**config.mk**
```make
export PLATFORM = sky130hd
export DESIGN_NAME = sysid_check_ctrl
export DESIGN_NICKNAME = d
export VERILOG_FILES = /design/src/rtl/sysid_check_ctrl_pkg.sv /design/src/rtl/sysid_check_ctrl_timer.sv /design/src/rtl/sysid_check_ctrl.sv
export SDC_FILE = /design/constraint.sdc
export NUM_CORES = 1
export LEC_CHECK = 0
export ABC_AREA = 1
export ABC_CLOCK_PERIOD_IN_PS = 3500
export CAP_MARGIN = 20
export CORE_MARGIN = 2
export CORE_UTILIZATION = 30
export DETAILED_ROUTE_END_ITERATION = 7
export PLACE_DENSITY_LB_ADDON = 0.05
export SLEW_MARGIN = 20
export SYNTH_ARGS = -nofsm -noshare
export SYNTH_HDL_FRONTEND = slang
export SYNTH_HIERARCHICAL = 1
export SYNTH_SLANG_ARGS = --single-unit
```
**constraint.sdc**
```tcl
create_clock -name clock -period 3.5 [get_ports clock]
set_clock_uncertainty 0.2 [all_clocks]
set_input_delay 0.35 -clock clock [delete_from_list [all_inputs] [get_ports clock]]
set_output_delay 0.35 -clock clock [all_outputs]
set_load 0.03 [all_outputs]
```
**src/rtl/sysid_check_ctrl_pkg.sv**
```systemverilog
// Shared definitions for the system-ID self-check controller: FSM states,
// sysid word addresses, counter width and the saturating increment.
package sysid_check_ctrl_pkg;

   typedef enum logic [2:0] {
      S_IDLE    = 3'd0,
      S_RD_ID   = 3'd1,
      S_WAIT_ID = 3'd2,
      S_RD_TS   = 3'd3,
      S_WAIT_TS = 3'd4,
      S_EVAL    = 3'd5
   } state_t;

   localparam logic        ADDR_ID = 1'b0;
   localparam logic        ADDR_TS = 1'b1;
   localparam int unsigned CNT_W   = 16;

   function automatic logic [CNT_W-1:0] sat_inc(input logic [CNT_W-1:0] v);
      return (v == '1) ? v : v + CNT_W'(1);
   endfunction

endpackage

```
**src/rtl/sysid_check_ctrl_timer.sv**
```systemverilog
// Free-running recheck timer: pulses tick on the PERIOD-th enabled cycle
// since the last clear; holds while disabled, clear has priority.
module sysid_period_timer #(
   parameter int unsigned PERIOD = 50000000
)(
   input  logic clock,
   input  logic reset_n,
   input  logic enable,
   input  logic clear,
   output logic tick
);

   localparam int unsigned    CW   = (PERIOD > 1) ? $clog2(PERIOD) : 1;
   localparam logic [CW-1:0]  LAST = CW'(PERIOD - 1);

   logic [CW-1:0] r_count;
   logic          w_last;

   assign w_last = (r_count == LAST);
   assign tick   = enable && w_last;

   always_ff @(posedge clock) begin
      if (!reset_n) begin
         r_count <= '0;
      end else if (clear) begin
         r_count <= '0;
      end else if (enable) begin
         r_count <= w_last ? '0 : r_count + CW'(1);
      end
   end

endmodule

```
**src/rtl/sysid_check_ctrl.sv**
```systemverilog
// Avalon-MM read master that fetches sysid words 0 and 1, compares them with
// the expected ID/timestamp and keeps saturating check/fail counters.
module sysid_check_ctrl
   import sysid_check_ctrl_pkg::*;
#(
   parameter logic [31:0] EXP_ID       = 32'd0,
   parameter logic [31:0] EXP_TS       = 32'd1375083247,
   parameter int unsigned READ_LATENCY = 0,
   parameter int unsigned PERIOD       = 50000000
)(
   input  logic              clock,
   input  logic              reset_n,
   input  logic              start,
   input  logic              auto_en,
   output logic              sid_address,
   output logic              sid_read,
   input  logic [31:0]       sid_readdata,
   output logic              busy,
   output logic              done,
   output logic              id_ok,
   output logic              ts_ok,
   output logic              pass,
   output logic [31:0]       id_value,
   output logic [31:0]       ts_value,
   output logic [CNT_W-1:0]  check_count,
   output logic [CNT_W-1:0]  fail_count
);

   localparam logic [1:0] LAT = 2'(READ_LATENCY);

   state_t           r_state;
   state_t           w_next;
   logic [1:0]       r_lat;
   logic             w_tick;
   logic             w_launch;
   logic             w_rd;
   logic             w_addr;
   logic             w_cap_id;
   logic             w_cap_ts;
   logic             w_id_ok;
   logic             w_ts_ok;
   logic             r_done;
   logic             r_id_ok;
   logic             r_ts_ok;
   logic             r_pass;
   logic [31:0]      r_id_value;
   logic [31:0]      r_ts_value;
   logic [CNT_W-1:0] r_check_count;
   logic [CNT_W-1:0] r_fail_count;

   assign w_launch = (r_state == S_IDLE) && (start || w_tick);
   assign w_id_ok  = (r_id_value == EXP_ID);
   assign w_ts_ok  = (r_ts_value == EXP_TS);

   sysid_period_timer #(
      .PERIOD (PERIOD)
   ) u_timer (
      .clock   (clock),
      .reset_n (reset_n),
      .enable  (auto_en && (r_state == S_IDLE)),
      .clear   (w_launch || !auto_en),
      .tick    (w_tick)
   );

   always_ff @(posedge clock) begin
      if (!reset_n) r_state <= S_IDLE;
      else          r_state <= w_next;
   end

   always_comb begin
      w_next   = r_state;
      w_rd     = 1'b0;
      w_addr   = ADDR_ID;
      w_cap_id = 1'b0;
      w_cap_ts = 1'b0;
      case (r_state)
         S_IDLE: begin
            if (start || w_tick) w_next = S_RD_ID;
         end
         S_RD_ID: begin
            w_rd = 1'b1;
            if (READ_LATENCY == 0) begin
               w_cap_id = 1'b1;
               w_next   = S_RD_TS;
            end else begin
               w_next   = S_WAIT_ID;
            end
         end
         S_WAIT_ID: begin
            if (r_lat == LAT) begin
               w_cap_id = 1'b1;
               w_next   = S_RD_TS;
            end
         end
         S_RD_TS: begin
            w_rd   = 1'b1;
            w_addr = ADDR_TS;
            if (READ_LATENCY == 0) begin
               w_cap_ts = 1'b1;
               w_next   = S_EVAL;
            end else begin
               w_next   = S_WAIT_TS;
            end
         end
         S_WAIT_TS: begin
            w_addr = ADDR_TS;
            if (r_lat == LAT) begin
               w_cap_ts = 1'b1;
               w_next   = S_EVAL;
            end
         end
         S_EVAL:  w_next = S_IDLE;
         default: w_next = S_IDLE;
      endcase
   end

   // r_lat numbers the wait cycles 1..READ_LATENCY; the read cycle itself is 0
   always_ff @(posedge clock) begin
      if (!reset_n) begin
         r_lat <= '0;
      end else begin
         case (r_state)
            S_RD_ID, S_RD_TS:     r_lat <= 2'd1;
            S_WAIT_ID, S_WAIT_TS: r_lat <= r_lat + 2'd1;
            default:              r_lat <= '0;
         endcase
      end
   end

   always_ff @(posedge clock) begin
      if (!reset_n) begin
         r_done        <= 1'b0;
         r_id_ok       <= 1'b0;
         r_ts_ok       <= 1'b0;
         r_pass        <= 1'b0;
         r_id_value    <= '0;
         r_ts_value    <= '0;
         r_check_count <= '0;
         r_fail_count  <= '0;
      end else begin
         r_done <= (r_state == S_EVAL);
         if (w_cap_id) r_id_value <= sid_readdata;
         if (w_cap_ts) r_ts_value <= sid_readdata;
         if (r_state == S_EVAL) begin
            r_id_ok       <= w_id_ok;
            r_ts_ok       <= w_ts_ok;
            r_pass        <= w_id_ok && w_ts_ok;
            r_check_count <= sat_inc(r_check_count);
            if (!(w_id_ok && w_ts_ok)) r_fail_count <= sat_inc(r_fail_count);
         end
      end
   end

   assign sid_read    = w_rd;
   assign sid_address = w_addr;
   assign busy        = (r_state != S_IDLE);
   assign done        = r_done;
   assign id_ok       = r_id_ok;
   assign ts_ok       = r_ts_ok;
   assign pass        = r_pass;
   assign id_value    = r_id_value;
   assign ts_value    = r_ts_value;
   assign check_count = r_check_count;
   assign fail_count  = r_fail_count;

endmodule
```
### After elaboration in Yosys (flattened, before gate mapping)

Cells that the tools add are included.

* bits in registers: 131
* bits of input ports: 36
* output and inout bits: 103
* logic and storage cells: 60

* add/subtract/negate cells: 4
* eq/ne operators: 12
* mux-type cells: 11
* bitwise operators: 4
* reduce and logical (&&, ||, !) cells: 18

Operators with widths (number)
* adder 16 x 1 -> 16 bit (second input constant): 2
* == test 16 bit (second input constant): 2
* == test 32 x 31 -> 1 bit (second input constant): 1
* logical NOT 32 bit: 1
* adder 26 x 1 -> 26 bit (second input constant): 1
* == test 26 bit (second input constant): 1
* 2-to-1 mux 26 bit: 1
* one-hot mux 3 bit (5 select lines): 1
* 2-to-1 mux 3 bit: 3
* OR reduction 2 bit: 4
* == test 3 x 2 -> 1 bit (second input constant): 2
* == test 3 bit (second input constant): 2
* AND reduction 3 bit: 2
* logical AND 1 bit: 4
* inequality test 2 bit (second input constant): 2
* inverter 1 bit: 4
* one-hot mux 1 bit (2 select lines): 2
* one-hot mux 2 bit (2 select lines): 1
* == test 3 x 1 -> 1 bit (second input constant): 1
* logical NOT 3 bit: 1
* 2-to-1 mux 1 bit: 3
* nonzero test 3 bit: 1
* adder 2 x 1 -> 2 bit (second input constant): 1
* logical NOT 2 bit: 1
* 4 further kinds: 5

### Longest topological paths before layout

* depth after elaboration: 7
* mapped depth: 14
* depth with buffers taken out: 12

### Hierarchy

Netlist, hierarchy kept.

By module, submodules not included
* sysid_check_ctrl: instances 1, cells an instance 726, area each 4869.7 µm², sequential area each 2102.0 µm²
* sysid_period_timer: instances 1, cells an instance 259, area each 1624.1 µm², sequential area each 520.5 µm²

### Least setup slack after synthesis

No wires, ideal clock.

* kind: register to register
* start: register r_state[0]
* end: register u_timer.r_count[12]
* library setup time: 0.116 ns
* arrival: 2.431 ns
* required time: 3.184 ns
* setup slack: 0.753 ns
* stages on the path, launching flop included: 15
* path buffers: 2
* clock period less this slack: 2.747 ns
* cells stage by stage: dfxtp_1 nor2_1 nand2_1 nor2_1 buf_2 nand2_1 nor3_1 nand2_1 nor2_1 nor2_1 o21ai_0 nor2_2 nand2_4 buf_6 nor2_1

* cells in the longest elaborated chain, start to end: 7

RTL lines
* from (decl): RTL line sysid_check_ctrl.sv:31 `state_t r_state;`
* from (signal assigned): RTL line sysid_check_ctrl.sv:67 `else r_state <= w_next;`
* logical NOT 3 bit: RTL line sysid_check_ctrl.sv:60 `.enable (auto_en && (r_state == S_IDLE)),`
* logical AND 1 bit: RTL line sysid_check_ctrl.sv:60
* logical AND 1 bit: RTL line sysid_check_ctrl_timer.sv:20 `assign tick = enable && w_last;`
* net w_tick: RTL line sysid_check_ctrl.sv:34 `logic w_tick;`
* logical OR 1 bit: RTL line sysid_check_ctrl.sv:51 `assign w_launch = (r_state == S_IDLE) && (start || w_tick);`
* logical AND 1 bit: RTL line sysid_check_ctrl.sv:51
* logical OR 1 bit: RTL line sysid_check_ctrl.sv:61 `.clear (w_launch || !auto_en),`
* OR reduction 2 bit (no source line)
* to (signal assigned): RTL line sysid_check_ctrl_timer.sv:28 `r_count <= w_last ? '0 : r_count + CW'(1);`
* to (decl): RTL line sysid_check_ctrl_timer.sv:16 `logic [CW-1:0] r_count;`

The timed path passes the listed nets, and every way through them passes these cells.
A chain may end at the register's enable or synchronous reset.

### Worst setup path after layout

* start: register r_state[0]
* end: output port sid_address

* cells in the longest elaborated chain, start to end: 3
* elaborated cells on any way between the ends: 4
* those cells by class: eq/ne (2); mux (1); reduce/logical (1)

RTL lines
* == test 3 bit or == test 3 x 2 -> 1 bit (tied branches): RTL line sysid_check_ctrl.sv:76 `case (r_state)`
* OR reduction 2 bit (no source line) (*)
* 2-to-1 mux 1 bit (*): RTL line sysid_check_ctrl.sv:76
* to (decl): RTL line sysid_check_ctrl.sv:15 `output logic sid_address,`

Every way passes the cells marked *; elsewhere a longest branch is shown, timed or not.

==> metrics.txt <==
Iter 0 DRT Violations 333; worst setup margin 1.04 ns; Worst Max-Slew Pin Slew between 0.7 and 0.8 ns; Synth top area share roughly two fifths; clock group share of total power roughly two fifths; Post-Place Setup Slack about 1.0 ns; # rows 53; initial antenna violation count 1; fin nets about 1,200; DRC Markers 0; Worst path max stage delay 0.68 ns; Storage cell area around 2600 µm²; CTS tree done; Via-to-Cell Ratio roughly 4.6; Num CTS Buffers 17; H-Tree Level Count 4; io pins approximately 140; layout cells sized above 1 6.48%; Overflow after GRT 0; core area 21,200 µm²; path depth of the worst reg2reg path 12; Worst Setup EP sid_address; minimum clock period between 2 and 2.5 ns; multi-input logic area 3260 µm²; Layout Area Growth over Synthesis 33.0%; gpl congestion 0.814; synthesized flop and latch total around 130; P_int between 0.002 and 0.003 W; Hold Crit Start ts_value[12]; maxcap violations 0; number of iterations in the first detailed-routing pass 5; # setup viols final 0; CP endpoint kind output port; Fmax achieved 406 MHz; Area contributors post-synth dfxtp_1 (40%), nor2_1 (16%), nand2_1 (11%), inv_1 (6.2%), o21ai_0 (5.8%); Final Max Tran Viols 0; die height about 150 µm; routed length on met2 around 8700 µm; drt wl/cell ~14 µm; Hold Path Class flip-flop to flip-flop; Net Sw Power roughly 0.0014 W; final wirelength between 15,000 and 20,000 µm; all-layer global routing usage 17.6%; Max transition margin 47.9%; status complete, no violations; post-synthesis sequential area ratio roughly two fifths; Syn. warnings 6; Critical Path Stages 4; Syn Nets slightly above 1,000; CP cell instances nor2_1, nand2_1, nand2_1, clkdlybuf4s50_1; DIE WIDTH 151 µm; post-synthesis cell type count 41; Cells after Synth between 900 and 1,000; Mean Syn Cell Area between 6 and 7 µm²; CTS max path bufs 2; cts hold-fix bufs 0; clock latency at the later pin of the worst-skew pair roughly 0.43 ns; clock root buffer clkbuf_16; met1 wire length ~9000 µm; area of the die 22,800 µm²; Setup Fix Bufs, Post-CTS 0; post-CTS sizing 0; critical path type flip-flop to output port; area leader, netlist dfxtp_1; CTS clk-pin slew, worst paths 0.07 ns; Top cell by count, worst path nand2_1; Worst setup startpoint r_state[0]; Initial Util a little under a third; Top delay family on crit path buffers and inverters; top routing layer used met4; Clock Sinks around 130; Netlist Area Pre-Place 6490 µm²; worst vdd ir about 0.00032 V; CP Launch Type flip-flop; routed wl met3 about 1500 µm; reg2reg start r_state[0]; Setup TNS 0 ns; Reg2Reg Capture Point u_timer/r_count[16]; CP required a little under 3 ns; RSZ-0062 raised after global routing no; Fillers 2,274; post-route antenna net violation count 0; largest net degree at the start of global routing 37; final period utilization a little over two thirds; Net Sw Frac ~33%; vias in the first global route slightly above 6,000; Slowest-stage cell, CP clkdlybuf4s50_1; Worst Path Arrival between 1.5 and 2 ns; Vias 6,412; port bufs 138; total count of hold-check failures in the final report 0; critical path buffer and inverter count 1; Leak ~3.4 nW; CP max FO 5; combinational share of power 20.1%; sequential share of power 39.6%; WHS Path Cells 2; first-pass GRT wire length ~31,000 µm; pwr dens approximately 490 nW/µm²; R2R setup slack 1.14 ns; Post-DP HPWL roughly 14,000 µm
## cells in the mapped netlist, drive strengths merged
library cell,number
nor4,2
ha,5
a31oi,3
o21ai,78
inv,109
a21oi,22
nand4,31
nand3,53
mux2i,1
nor3b,1
dfxtp,131
and2,1
o22ai,1
xor2,9
clkbuf,12
buf,24
nand2,189
nor2,282
xnor2,6
nand3b,1
clkinv,1
nor3,22
and3,1
## cell type report
class                      instances  share of cell area (%)
clock buffer                      18                    5.08
antenna                            1                  0.0290
clock inverter                    14                    1.42
sequential                       131                    30.4
tap                              275                    3.98
timing repair buffer             146                    16.6
inverter                         110                    4.81
multi-input combinational        708                    37.7
## registers in the layout, indices dropped and copies added (netlist names)
register and flops:
id_value 32, r_lat 2, fail_count 16, check_count 16, ts_ok 1, r_state 3
pass 1, u_timer/r_count 26, id_ok 1, ts_value 32, done 1
## power by group through the flow
stage / clock network [W] / registers [W] / logic (W)
after CTS: 0.00176 / 0.00169 / 0.000873
after global placement: 0 / 0.00172 / 0.000874
final: 0.00171 / 0.00169 / 0.000858
after floorplan: 0 / 0.00191 / 0.000291
after detailed placement: 0 / 0.00172 / 0.000868
after global routing: 0.00182 / 0.00170 / 0.000941
## layout by cell type, fill, tap and decap left out, types with 4 or more instances in the layout
cell / instances
clkdlybuf4s50_1: 137
nor2_4: 4
clkinv_4: 6
nand3_1: 51
a21oi_2: 7
o21ai_0: 75
dfxtp_1: 131
inv_6: 4
clkbuf_16: 17
nor2_2: 5
nor3_1: 18
ha_1: 5
nand2_1: 184
inv_1: 107
nand4_1: 30
xor2_1: 9
xnor2_1: 6
nor2_1: 273
a21oi_1: 15
buf_4: 8
## cells by family (layout without fill, tap and decap cells)
| kind of cell | after synthesis | count (layout) | share of synthesized area (%) |
|---|---|---|---|
| xor+xnor | 15 | 15 | 2.02 |
| flops | 131 | 131 | 40.4 |
| simple gates | 583 | 583 | 38.4 |
| mux | 1 | 1 | 0.154 |
| compound gates | 104 | 104 | 8.61 |
| buf+inv | 146 | 288 | 9.48 |
| other cells | 0 | 1 | 0 |
| fa+ha+maj | 5 | 5 | 0.963 |
## per-layer routing
metal	vias up	track usage, %
met1	2865	22.1
met4	0	5.84
met5	-	0
met2	153	28.3
met3	23	6.36
li1	3371	-
## per-stage QoR
step / total power (W) / util (%) / hold WS [ns] / instance area (µm²) / cells
6_report: 0.00426 / 40.8 / 0.273 / 8640 / 1403
3_3_place_gp: 0.00259 / 38.2 / 0.268 / 8070 / 1370
4_1_cts: 0.00433 / 40.8 / 0.278 / 8640 / 1402
2_1_floorplan: 0.00220 / - / 0.284 / 6490 / 985
5_1_grt: 0.00447 / 40.8 / 0.303 / 8640 / 1402
3_5_place_dp: 0.00259 / 38.2 / 0.266 / 8070 / 1370
## how the worst min path moves through the flow
stage | end | slack [ns]
final | ts_value[12] | 0.27
after global routing | ts_value[5] | 0.30
after CTS | ts_value[5] | 0.28
after detailed placement | ts_value[5] | 0.27
after global placement | ts_value[5] | 0.27
after floorplan | u_timer/r_count[0] | 0.28
## tightest hold or removal path, cell delays in order (launching register included)
cell and delay (ns):
dfxtp_1 0.31, inv_1 0.06, a21oi_1 0.06
No activity file was read; power rests on OpenSTA's default activity.
